**src/rtl/cmv_spi_master.sv**
```systemverilog
// rtl/cmv_spi_master.sv - 16-bit register-access SPI master for the CMV sensor config port.
// Optional macro CMV_SPI_READBACK_EN adds spi_miso capture into rd_data for read frames.
module cmv_spi_master #(
    parameter int SETUP_CYC = 2,
    parameter int HOLD_CYC  = 2
) (
    input  logic       FSM_Clk,
    input  logic       reset,
    input  logic       start,
    input  logic       rw,
    input  logic [6:0] addr,
    input  logic [7:0] wr_data,
    output logic       busy,
    output logic       done,
    output logic [7:0] rd_data,
    output logic       spi_en,
    output logic       spi_clk,
    output logic       spi_mosi,
    input  logic       spi_miso
);

    typedef enum logic [2:0] {
        IDLE,
        SETUP,
        SCK_LO,
        SCK_HI,
        HOLD
    } state_t;

    // Counters are loaded with N-1 so the state exits after exactly N cycles.
    localparam logic [3:0] SETUP_LD = 4'(SETUP_CYC - 1);
    localparam logic [3:0] HOLD_LD  = 4'(HOLD_CYC - 1);

    state_t      r_state;
    logic [15:0] r_shift;
    logic [3:0]  r_bit;
    logic [3:0]  r_cnt;
    logic        r_busy;
    logic        r_done;
    logic        r_spi_en;
    logic        r_spi_clk;
    logic        r_spi_mosi;

`ifdef CMV_SPI_READBACK_EN
    logic       r_rw;
    logic [7:0] r_rx;
    logic [7:0] r_rd_data;
`else
    logic w_unused_miso;
    assign w_unused_miso = spi_miso;
`endif

    always_ff @(posedge FSM_Clk) begin
        if (reset) begin
            r_state    <= IDLE;
            r_shift    <= 16'h0000;
            r_bit      <= 4'd0;
            r_cnt      <= 4'd0;
            r_busy     <= 1'b0;
            r_done     <= 1'b0;
            r_spi_en   <= 1'b0;
            r_spi_clk  <= 1'b0;
            r_spi_mosi <= 1'b0;
`ifdef CMV_SPI_READBACK_EN
            r_rw       <= 1'b0;
            r_rx       <= 8'h00;
            r_rd_data  <= 8'h00;
`endif
        end else begin
            r_done <= 1'b0;
            case (r_state)
                IDLE: begin
                    if (start) begin
                        r_shift  <= {rw, addr, wr_data};
                        r_bit    <= 4'd15;
                        r_cnt    <= SETUP_LD;
                        r_busy   <= 1'b1;
                        r_spi_en <= 1'b1;
                        r_state  <= SETUP;
`ifdef CMV_SPI_READBACK_EN
                        r_rw     <= rw;
`endif
                    end
                end
                SETUP: begin
                    if (r_cnt == 4'd0) begin
                        r_spi_mosi <= r_shift[15];
                        r_state    <= SCK_LO;
                    end else begin
                        r_cnt <= r_cnt - 4'd1;
                    end
                end
                SCK_LO: begin
                    r_spi_clk <= 1'b1;
                    r_state   <= SCK_HI;
                end
                SCK_HI: begin
                    // The falling point: advance the frame and take the sensor's bit.
                    r_spi_clk <= 1'b0;
                    r_shift   <= {r_shift[14:0], 1'b0};
`ifdef CMV_SPI_READBACK_EN
                    r_rx      <= {r_rx[6:0], spi_miso};
`endif
                    if (r_bit == 4'd0) begin
                        r_spi_mosi <= 1'b0;
                        r_cnt      <= HOLD_LD;
                        r_state    <= HOLD;
                    end else begin
                        r_bit      <= r_bit - 4'd1;
                        r_spi_mosi <= r_shift[14];
                        r_state    <= SCK_LO;
                    end
                end
                HOLD: begin
                    if (r_cnt == 4'd0) begin
                        r_spi_en <= 1'b0;
                        r_busy   <= 1'b0;
                        r_done   <= 1'b1;
                        r_state  <= IDLE;
`ifdef CMV_SPI_READBACK_EN
                        if (!r_rw) begin
                            r_rd_data <= r_rx;
                        end
`endif
                    end else begin
                        r_cnt <= r_cnt - 4'd1;
                    end
                end
                default: r_state <= IDLE;
            endcase
        end
    end

    assign busy     = r_busy;
    assign done     = r_done;
    assign spi_en   = r_spi_en;
    assign spi_clk  = r_spi_clk;
    assign spi_mosi = r_spi_mosi;
`ifdef CMV_SPI_READBACK_EN
    assign rd_data  = r_rd_data;
`else
    assign rd_data  = 8'h00;
`endif

endmodule

```
**config.mk**
```make
export PLATFORM = sky130hd
export DESIGN_NAME = cmv_spi_master
export DESIGN_NICKNAME = d
export VERILOG_FILES = /design/src/rtl/cmv_spi_master.sv
export SDC_FILE = /design/constraint.sdc
export NUM_CORES = 1
export LEC_CHECK = 0
export ABC_AREA = 1
export BUFFER_PORTS_ARGS = -buffer_cell sky130_fd_sc_hd__buf_2
export CORE_MARGIN = 1.5
export CORE_UTILIZATION = 47
export DETAILED_ROUTE_END_ITERATION = 10
export HOLD_SLACK_MARGIN = 0.02
export MAX_ROUTING_LAYER = met4
export PLACE_DENSITY = 0.67
export SLEW_MARGIN = 10
export SYNTH_ARGS = -nofsm -noshare
export SYNTH_HDL_FRONTEND = slang
export SYNTH_SLANG_ARGS = --single-unit
```
**constraint.sdc**
```tcl
create_clock -name FSM_Clk -period 2.1 [get_ports FSM_Clk]
set_input_delay 0.21 -clock FSM_Clk [delete_from_list [all_inputs] [get_ports FSM_Clk]]
set_output_delay 0.21 -clock FSM_Clk [all_outputs]
set_load 0.005 [all_outputs]
```
==> results.md <==
* DRC Markers at 0
* Post-Synth XOR/XNOR Area at less than 1%
* Synth area leaders: dfxtp_1 40%, nand2_1 16%, a31oi_1 5.6%, buf_4 4.8%, nor2_1 4.6%
* Critical path launch point type: register
* Unrepaired setup endpoints after global routing: no
* Initial Util at 50.2%
* Worst Path Max Fanout at 17
* Fill cells at 336
* Sequential area share after synthesis at 39.8%
* I/O pins at 33
* Worst-path clk slew at 100 ps
* Initial antenna violation count at 0
* Most frequent cells in the layout: 67 x nand2_1, 31 x dfxtp_1, 23 x buf_2, 19 x nor2_1, 15 x inv_1
* Largest net degree at the start of global routing at 18
* Die W at 60.6 microns
* Max clock buf depth at 2
* Final ANT Viol Nets at 0
* Pleak at ~0.78 nW
* Synth Area in Simple Gates at 30.3%
* Fraction of layout cells with a size suffix above 1 at 20.7%
* Critical path capture point type: register
* Register area at 621 sq um
* Max Transition Viols Final at 0
* Finished Core Util at 55.5%
* Final HPWL DP at 2070 microns
* Drt total wl at 2920 microns
* Iter 0 DRT Violations at 72
* Placed inst area at 1650 sq um
* Full die area at 3670 sq um
* Wire length per cell at between 10 and 15 microns
* Warnings, synthesis at 0
* Largest family of logic cells by synthesized area: simple AND/OR/NAND/NOR gates
* Max-cap viol count at 0
* Final instance area at around 1700 sq um
* Synthesized instance count at 216
* Critical Path RT at ~2300 ps
* Post-cts gate resize count at 0
* Core Region at 3100 sq um
* Multi-input gate area at ~760 sq um
* Crit path arrival time at approximately 1700 ps
* Synth top area share at 39.8%
* Status: finished, final reports clean
* Rows at 20
* Post-CTS Hold Buffers at 0
* Worst Clk Skew at 6.45 ps
* IO buf count at 23
* Netlist cell types at 27
* Vias in the first global route at between 1000 and 1500
* Die Ht at roughly 61 microns
* # diodes at 0
* Max VDD drop at 0.493 mV
* First-pass GRT wire length at between 5000 and 6000 microns
* Post-Syn Area per Cell at roughly 7.2 sq um
* Post-Syn Area at 1560 sq um
* Worst path slowest cell: dfxtp_1
* Setup ws final at 645 ps
* TritonCTS clock tree: yes
* H-tree depth at 2
* Tmin final at 1460 ps
* Worst skew pair latency at approximately 320 ps
* Final TNS setup at 0 ps
* Highest clock rate at roughly 690 MHz
* Final hold vios at 0
* Total CTS buffers at 5
* Multiplexer share of the synthesized area at 0%
* CP max stage delay at 540 ps
* DR pass1 iterations at 4
* All-Layer GR Usage at 18.9%
* Flops & latches, synth at 31
* Most used cell, CP: nand2_1
* Drt via density at 4.74
* Gr ovfl total at 0
* Period Utilization, post-route at 69.3%
* Post-Synth Adder-Cell Area at 1.61%
* Critical-path cell list: nand2_1 > nor2_2 > inv_1 > nand2_2 > inv_4 > nand2_1 > a31oi_1
* DP Worst Slack at 665 ps
* Hold Crit Class: input port to register
* Power Density at 1110 nW/um^2
* P&R area growth vs syn at 10.5%
* Via Count at between 1000 and 1500
* Setup violators final at 0
* Post-CTS Setup Repair Bufs at 0
* Critical path's top delay family: flip-flops
* Clk sinks at 31
* Most common cell after layout, fill and taps aside: nand2_1
* Root Driver: clkbuf_4
* WP buf/inv at 2
* Leading area contributor after synthesis: dfxtp_1
* Placer congestion estimate at 0.869
* Setup CP Type: register to register
* Compound-Gate Fraction of Synth Area at between 10% and 20%
* Final nets at 262
[flip-flops by register name (all words and copies together), names as in the netlist]
register  flops
r_cnt         4
r_bit         4
spi_clk       1
spi_en        1
done          1
spi_mosi      1
r_state       3
r_shift      16
[cells by family (layout without fill, tap and decap cells)]
group / Yosys count / after routing
compound gates: 39 / 39
fa+ha+maj: 2 / 2
simple gates: 106 / 106
flops: 31 / 31
buf+inv: 36 / 54
xor+xnor: 1 / 1
other cells: 1 / 8
[power breakdown]
part	switching, mW	internal, mW
combinational	0.457	0.259
clock	0.201	0.196
sequential	0.0911	0.716
[final timing paths]
kind / from / end / slack, ps / cells after the start
worst min-delay path: wr_data[0] / r_shift[0] / 130 / 3
worst max-delay path: r_state[0] / r_shift[2] / 640 / 7
worst min register to register: r_shift[0] / r_shift[0] / 470 / 2
worst max register to register: r_state[0] / r_shift[2] / 640 / 7
[worst reg2reg max path, cell delays in order (launching register included)]
cell and delay (ps):
dfxtp_1 540, nand2_1 120, nor2_2 210, inv_1 140, nand2_2 110, inv_4 90
nand2_1 70, a31oi_1 70
[layout make-up]
class,count,share of cell area (%)
clock buffer,7,3.78
clock inverter,1,0.436
inverter,20,4.50
multi-input combinational,156,44.1
sequential,31,36.0
tap,44,3.20
timing repair buffer,26,7.99
[synthesized netlist by cell type]
master / n
ha_1: 2
buf_6: 4
a21boi_1: 1
a21oi_2: 1
nand3_2: 1
inv_4: 1
nand3_1: 8
a21oi_1: 13
conb_1: 1
dfxtp_1: 31
nor2_1: 19
nor2_4: 1
buf_4: 10
inv_2: 4
nand3_4: 2
a22oi_1: 2
a31oi_1: 14
nand2_1: 67
nor3_1: 2
nor2_2: 1
o21ai_1: 4
o21ai_0: 4
inv_1: 15
xor2_1: 1
clkbuf_1: 2
nand2_4: 1
nand2_2: 4
[per-stage QoR]
stage | cells | power [mW] | hold slack, ps
after floorplan | 223 | 1.43 | 279
after global placement | 277 | 1.53 | 451
after detailed placement | 277 | 1.53 | 461
after CTS | 285 | 1.93 | 114
after global routing | 285 | 2.11 | 119
final | 285 | 1.92 | 129
[per-layer routing]
layer	up-vias	GRT usage [%]	wire length [microns]
li1	727	-	-
met5	-	-	0
met4	0	6.83	24
met3	2	5.97	121
met1	589	23.7	1490
met2	32	28.6	1280
Power figures use the tool's default switching activity.
